===== config.mk =====
export PLATFORM = sky130hd
export DESIGN_NAME = uart_loopback_buffer
export DESIGN_NICKNAME = d
export VERILOG_FILES = /design/src/rtl/uart_pkg.sv /design/src/rtl/uart_byte_fifo.sv /design/src/rtl/uart_loopback_buffer.sv
export SDC_FILE = /design/constraint.sdc
export NUM_CORES = 1
export LEC_CHECK = 0
export BUFFER_PORTS_ARGS = -buffer_cell sky130_fd_sc_hd__buf_4
export CAP_MARGIN = 10
export CORE_MARGIN = 5
export CORE_UTILIZATION = 55
export CTS_BUF_LIST = sky130_fd_sc_hd__clkbuf_8
export DETAILED_ROUTE_END_ITERATION = 16
export PLACE_DENSITY = 0.86
export SETUP_SLACK_MARGIN = 0.3
export SLEW_MARGIN = 20
export SYNTH_ARGS = -nofsm -noshare
export SYNTH_HDL_FRONTEND = slang
export SYNTH_SLANG_ARGS = --single-unit

===== constraint.sdc =====
create_clock -name clk -period 3 [get_ports clk]
set_clock_uncertainty 0.2 [all_clocks]
set_input_delay 0.15 -clock clk [delete_from_list [all_inputs] [get_ports clk]]
set_output_delay 0.15 -clock clk [all_outputs]
set_load 0.01 [all_outputs]

===== src/rtl/uart_pkg.sv =====
`default_nettype none
// ============================================================================
// Package     : uart_pkg
// Description : Shared types and constants for the UART loopback buffer.
// Revision    : 1.0 - initial release
// ============================================================================
package uart_pkg;

  localparam int UART_DATA_W = 8;

  typedef enum logic [1:0] {
    IDLE      = 2'd0,
    LAUNCH    = 2'd1,
    WAIT_DONE = 2'd2
  } uart_lb_state_t;

endpackage
`default_nettype wire


===== src/rtl/uart_byte_fifo.sv =====
`default_nettype none
// ============================================================================
// Module      : uart_byte_fifo
// Description : Byte FIFO with registered level/empty/full. A push at full is
//               accepted only when a pop happens in the same cycle; otherwise
//               it is reported on drop.
// Revision    : 1.0 - initial release
// ============================================================================
module uart_byte_fifo
  import uart_pkg::*;
#(
  parameter  int DATA_W = UART_DATA_W,
  parameter  int DEPTH  = 8,
  localparam int ADDR_W = $clog2(DEPTH)
) (
  input  logic              clk,
  input  logic              rst_n,
  input  logic              push,
  input  logic              pop,
  input  logic [DATA_W-1:0] din,
  output logic [DATA_W-1:0] dout,
  output logic              drop,
  output logic [ADDR_W:0]   level,
  output logic              empty,
  output logic              full
);

  localparam logic [ADDR_W:0] FULL_LEVEL = (ADDR_W+1)'(DEPTH);

  logic [DATA_W-1:0] mem [DEPTH];
  logic [ADDR_W-1:0] wr_ptr;
  logic [ADDR_W-1:0] rd_ptr;
  logic [ADDR_W:0]   level_next;
  logic              do_push;
  logic              do_pop;

  // A pop frees a slot in the same cycle, so a push at full still fits.
  assign do_pop  = pop && !empty;
  assign do_push = push && (!full || do_pop);
  assign drop    = push && !do_push;
  assign dout    = mem[rd_ptr];

  // Storage write; contents are deliberately left unreset.
  always_ff @(posedge clk) begin
    if (do_push) mem[wr_ptr] <= din;
  end

  // Read/write pointers wrap naturally at DEPTH.
  always_ff @(posedge clk or negedge rst_n) begin
    if (!rst_n) begin
      wr_ptr <= '0;
      rd_ptr <= '0;
    end else begin
      if (do_push) wr_ptr <= wr_ptr + 1'b1;
      if (do_pop)  rd_ptr <= rd_ptr + 1'b1;
    end
  end

  // Occupancy up/down counter; push and pop together leave it unchanged.
  always_comb begin
    level_next = level;
    case ({do_push, do_pop})
      2'b10:   level_next = level + 1'b1;
      2'b01:   level_next = level - 1'b1;
      default: level_next = level;
    endcase
  end

  // Level and its decoded flags are registered together.
  always_ff @(posedge clk or negedge rst_n) begin
    if (!rst_n) begin
      level <= '0;
      empty <= 1'b1;
      full  <= 1'b0;
    end else begin
      level <= level_next;
      empty <= (level_next == '0);
      full  <= (level_next == FULL_LEVEL);
    end
  end

endmodule
`default_nettype wire


===== src/rtl/uart_loopback_buffer.sv =====
`default_nettype none
// ============================================================================
// Module      : uart_loopback_buffer
// Description : Buffers bytes from the UART receiver and feeds them to the
//               UART transmitter one frame at a time, with a sticky overflow
//               flag for bytes dropped at full.
// Revision    : 1.0 - initial release
// ============================================================================
module uart_loopback_buffer
  import uart_pkg::*;
#(
  parameter  int DATA_W = UART_DATA_W,
  parameter  int DEPTH  = 8,
  localparam int ADDR_W = $clog2(DEPTH)
) (
  input  logic              clk,
  input  logic              rst_n,
  input  logic [DATA_W-1:0] rx_data,
  input  logic              rx_valid,
  input  logic              tx_busy,
  input  logic              tx_done,
  input  logic              clr_overflow,
  output logic [DATA_W-1:0] tx_data,
  output logic              tx_start,
  output logic [ADDR_W:0]   level,
  output logic              empty,
  output logic              full,
  output logic              overflow
);

  uart_lb_state_t    state;
  uart_lb_state_t    state_next;
  logic              pop;
  logic              drop;
  logic [DATA_W-1:0] fifo_dout;

  uart_byte_fifo #(
    .DATA_W (DATA_W),
    .DEPTH  (DEPTH)
  ) u_fifo (
    .clk   (clk),
    .rst_n (rst_n),
    .push  (rx_valid),
    .pop   (pop),
    .din   (rx_data),
    .dout  (fifo_dout),
    .drop  (drop),
    .level (level),
    .empty (empty),
    .full  (full)
  );

  // Transmit FSM state register.
  always_ff @(posedge clk or negedge rst_n) begin
    if (!rst_n) state <= IDLE;
    else        state <= state_next;
  end

  // Next state: launch when a byte is waiting and TX is free, then wait for done.
  always_comb begin
    state_next = state;
    case (state)
      IDLE:      if (!empty && !tx_busy) state_next = LAUNCH;
      LAUNCH:    state_next = WAIT_DONE;
      WAIT_DONE: if (tx_done) state_next = IDLE;
      default:   state_next = IDLE;
    endcase
  end

  // FSM outputs: the pop accompanies the IDLE->LAUNCH move; tx_start marks LAUNCH.
  always_comb begin
    pop      = (state == IDLE) && !empty && !tx_busy;
    tx_start = (state == LAUNCH);
  end

  // Capture the head byte at pop and hold it for the whole frame.
  always_ff @(posedge clk or negedge rst_n) begin
    if (!rst_n)   tx_data <= '0;
    else if (pop) tx_data <= fifo_dout;
  end

  // Sticky overflow; a drop in the same cycle as a clear keeps it set.
  always_ff @(posedge clk or negedge rst_n) begin
    if (!rst_n)            overflow <= 1'b0;
    else if (drop)         overflow <= 1'b1;
    else if (clr_overflow) overflow <= 1'b0;
  end

endmodule
`default_nettype wire


# [Word-level counts from Yosys, hierarchy flattened]
# Memory sizes are Yosys's and may differ from the RTL's. A register that Yosys moved wholly into a read port is not among the register bits.
# Cells that the tools add are included.
# Widths: inputs -> output; s select.
[classes] mux=8 n_eq_ne=7 addsub=4 reduce_logical=16
[ops] cell="$pmux 4 s2" n=1
[ops] cell="$add 3x1->3 const B" n=2
[ops] cell="$logic_and 1x1->1" n=6
[ops] cell="$pmux 2 s3" n=1
[ops] cell="$logic_not 1->1" n=5
[ops] cell="$add 4x1->4 const B" n=1
[ops] cell="$eq 2x1->1 const B" n=2
[ops] cell="$eq 2x2->1 const B" n=2
[ops] cell="$eq 4x4->1 const B" n=1
[ops] cell="$logic_not 4->1" n=1
[ops] cell="$mux 1" n=4
[ops] cell="$mux 2" n=2
[ops] cell="$ne 2x2->1 const B" n=2
[ops] cell="$sub 4x1->4 const B" n=1
[ops] cell="$logic_not 2->1" n=1
[ops] cell="$reduce_and 2->1" n=1
[ops] cell="$reduce_bool 2->1" n=1
[ops] cell="$logic_or 1x1->1" n=1
[word_totals] register_bits=15 wordCells=43 mem_count=1 inputBits=14 ramBits=64 output_inout_bits=16
[memory_table] memory="u_fifo.mem" depth=8 width=8 read_ports=1 rd_ports_with_merged_regs=1 write_ports=1 line_no="uart_byte_fifo.sv:30" source="logic [DATA_W-1:0] mem [DEPTH];"

# [Depth between registers and ports, before layout]
[depth] ltp_word=9 mapped_depth=10 ltp_nobuf=9

# [By module]
# From an unflattened synthesis, not the netlist that was laid out.
[unflattened] cells_unflattened=195 area_unflattened_um2=3636.0
[by_module_without_submodules] mod="uart_byte_fifo" n_inst=1 area_each_um2=3211.8 cells_per_inst=169 seq_area_each_um2=2223.4
[by_module_without_submodules] mod="uart_loopback_buffer" n_inst=1 area_each_um2=424.2 cells_per_inst=26 seq_area_each_um2=275.3

# [Worst setup path after synthesis]
# Ideal clock, no wire load.
[synth_path] path_type="register to register" start="register state[0]" end="register u_fifo.full" stages_incl_launch_ff=11 path_buffers=1 t_arrival_ps=2672 synth_period_minus_slack_ps=2951 setup_ps=79 setup_slack_ps=49 cell_sequence="dfrtp_1 or4_1 buf_2 a21boi_4 inv_2 ha_1 fa_1 xor2_1 nor4b_1 o21ai_0 mux2i_1"
[synth_between] elab_chain_len=9 word_cells_on_any_way=10 classes_between="eq/ne (3); mux (1); reduce/logical (6)"
[synth_lines] item="start, declared" line_no="uart_loopback_buffer.sv:31" source="uart_lb_state_t state;"
[synth_lines] item="start signal, assigned" line_no="uart_loopback_buffer.sv:56" source="else state <= state_next;"
[synth_lines] item="$logic_not 2->1 (*)" line_no="uart_loopback_buffer.sv:72" source="pop = (state == IDLE) && !empty && !tx_busy;"
[synth_lines] item="$logic_and 1x1->1 (*) (2 in series)" line_no="uart_loopback_buffer.sv:72"
[synth_lines] item="$logic_and 1x1->1 (*)" line_no="uart_byte_fifo.sv:38" source="assign do_pop = pop && !empty;"
[synth_lines] item="$logic_or 1x1->1" line_no="uart_byte_fifo.sv:39" source="assign do_push = push && (!full || do_pop);"
[synth_lines] item="$logic_and 1x1->1" line_no="uart_byte_fifo.sv:39"
[synth_lines] item="$eq 2x1->1 / $eq 2x2->1 (equally long branches)" line_no="uart_byte_fifo.sv:62" source="case ({do_push, do_pop})"
[synth_lines] item="$pmux 4 s2 (*)" line_no="uart_byte_fifo.sv:62"
[synth_lines] item="$eq 4x4->1 (*)" line_no="uart_byte_fifo.sv:78" source="full <= (level_next == FULL_LEVEL);"
[synth_lines] item="end signal, assigned" line_no="uart_byte_fifo.sv:78"
[synth_lines] item="end, declared" line_no="uart_byte_fifo.sv:25" source="output logic full"
# Mark *: on every way between the ends. The rest lies on a longest branch, timed or not.
# A chain may end at the register's enable or synchronous reset.

# [Worst setup path after layout]
[layout_path] start="register state[1]" end="register u_fifo.full"
# The elaborated chain is that of the path after synthesis.

==> flow_summary.ini <==
[clocking]
cts.sinks = 87
cts_made_buffers = 9
cts_root_buf = clkbuf_8
cts_tree = yes
path_clk_slew_ps = 90
htreeDepth = 3
clk-insertion-delay-late_ps = 360
cts_buffer_depth = 2

[detailed_routing]
vias = 2114
initialDrtViolationCount = 157
routedWlPerCell_um = 20.87
viasPerCell = 5.714
first_pass_iters = 5
drtAntennaViolNets = 0
postRouteWirelength_um = 7722
drc_errors = 0

[worst_setup_path]
cp_slowest_cell = or4_4
path_cells = or4_4 > a21boi_4 > inv_4 > ha_4 > fa_2 > xor2_2 > nor4b_4 > o21bai_1 > mux2i_1
r2r-start = state[1]
slowest_delay_ps = 560
critPathLaunch = state[1]
required_ps = 3090
cp.arrival_ps = 2860
crit_path_end_kind = flip-flop
critical_path.max_fanout = 4
start_kind = flip-flop
ff2ff_path_depth = 9
critical_path_class = reg2reg

[yosys]
synth_edf_count = 64
ys_seq_area_frac = 0.7047
yosys-top-cells-area = edfxtp_1 54%, dfrtp_1 16%, mux2i_1 9.6%
synth-simple-area-share = 0.08469
synth_cell_types = 34
netlist_top_cells_count = 64 x edfxtp_1, 34 x mux2i_1, 23 x nand2_1
avgSynthCellArea_sq_um = 15.42
syn_area_sq_mm = 0.003546
yosysMostFrequentCell = edfxtp_1
yosysWarnings = 0
post_synth_fa_ha_maj_area_fraction = 0.02329
yosys.area.top_type = edfxtp_1
synthesis.nets = 250
synth_compound_area_frac = 0.04693
ys_seq_elements = 87
synth_top_family_by_area = multiplexers
synthCells = 230
muxShareOfSynthArea = 0.1055
synth_ff_type = edfxtp_1
async_flop_share = 0.2644
yosysTopAreaCellShare = 0.5420
synth_xor_area_frac = 0.01729

[placement]
port-buffer-count = 29
dpl.hpwl_um = 4433
gp_congestion = 0.7729
place_worst_setup_slack_ps = 182.8

[finish]
fin_util = 0.6978
fill_cells = 404
diodes = 0
final_nets = 309
drive_above_1_share = 0.2833
multi_input_comb_area_sq_mm = 0.001055
seqCellArea_sq_mm = 0.002499
areaGrowthSynthToFinish_pct = 24.24

[pwr]
ir_drop_mv = 0.8425
p_leak_nw = 1.779
p_per_area_mw_per_mm2 = 1057
totalPowerFinal_mw = 4.657

[timing]
finalWorstSetupSlack_ps = 235.5
slew_violations = 0
fmax_ghz = 0.3617
worst_pin_slew_ps = 821.2
relSlewSlack = 0.4514
setup_viol = 0
finalCritPeriodShare = 0.9215
grt_setup_unrepaired = true
period_needed_ps = 2765
hold_viol = 0
finalSetupTns_ps = 0

[grt]
grt_pass1_vias = 2286
antenna_found_initial = 0
grt_max_degree = 24
grt_pass1_wl_um = 12120
grt_usage = 0.1967
overflow = 0

[die]
start_util = 0.5616
io_pins = 30
rows = 29
die_y_um = 90.30
die-area_sq_mm = 0.008153
die_x_um = 90.30
core_sq_mm = 0.006314

[run]
drv_cap = 0

[run_status]
status = finished, final reports clean

[worst_hold_path]
hold_class = in2async
## repair_timing
item / in CTS / in global routing
pin swaps: 3 / 2
buffers inserted: 4 / 1
hold buffers: 12 / 0
gates resized for setup: 8 / 1
setup endpoints to repair: 3 / 4
hold endpoints to repair: 89 / 0
## worst max-delay path: cells and delay by family, from the launching register on
family                     cells  cell delay (ps)
adders and majority gates      2              540
DFF                            1              410
xor gates and xnor gates       1              170
and+or+nand+nor                2              830
muxes                          1              150
AOI/OAI and AO/OA              2              350
buffers and inverters          1               50
## registers in the layout, summed over array words and instances, names as in the netlist
signal         flops
overflow           1
state              2
tx_data            8
u_fifo.empty       1
u_fifo.full        1
u_fifo.level       4
u_fifo.mem        64
u_fifo.rd_ptr      3
u_fifo.wr_ptr      3
## layer usage
metal | vias to the layer above | global-route usage | wire, um
met1 | 1076 | 0.2356 | 3061
met3 | 11 | 0.03000 | 353
met5 | - | 0 | 0
met2 | 57 | 0.3421 | 4185
li1 | 970 | - | -
met4 | 0 | 0.1017 | 121
## cells in the final DEF (no fill, tap or decap), types with 2 or more instances in the layout
master,instances
xnor2_1,5
nand2b_1,2
inv_1,2
nand2_1,23
bufinv_16,4
mux2i_1,34
ha_1,3
nor3_2,4
buf_4,46
a22oi_1,16
nor2b_1,3
dlygate4sd3_1,12
nand3_1,9
clkbuf_8,9
ha_4,2
nor2_1,5
mux2_2,2
edfxtp_1,64
dfrtp_1,22
## path summary, 6_finish.rpt
| check | endpoint | slack (ps) |
|---|---|---|
| max | u_fifo.full | 240 |
| min | tx_data[2] | 30 |
| max reg2reg | u_fifo.full | 240 |
| min reg2reg | tx_data[1] | 290 |
| max in group asynchronous | u_fifo.empty | 2280 |
| min in group clk | u_fifo.wr_ptr[0] | 140 |
## through the flow
step	cells	hold slack, ps	cell area (sq um)
after floorplan	230	-345.6	3580
after global placement	338	-137.2	3938
after detailed placement	338	-132.5	3938
after CTS	369	19.66	4393
after global routing	370	60.46	4405
final	370	25.23	4405
## power by group
part           switching, mW  total (mW)  leakage (nW)  internal, mW
clock network          0.414        1.05         0.129         0.632
logic                  0.921        1.75         0.790         0.832
registers              0.254        1.86         0.860          1.60
total                   1.59        4.66          1.78          3.07
## logic make-up (layout without fill, tap and decap cells)
group / count (synthesis) / count (layout)
simple gates: 56 / 56
xor+xnor: 7 / 7
flops: 87 / 87
mux: 37 / 37
compound gates: 22 / 22
fa+ha+maj: 6 / 6
buf+inv: 15 / 78
## area by class of cell
class	count	area share
repair buffers	59	0.1091
well taps	77	0.02187
clock buffers	9	0.02812
clock inverters	6	0.03039
flip-flops and latches	87	0.5672
inverters	4	0.003976
multi-input cells	128	0.2394
Note: power is estimated with default switching activity, not from simulation.
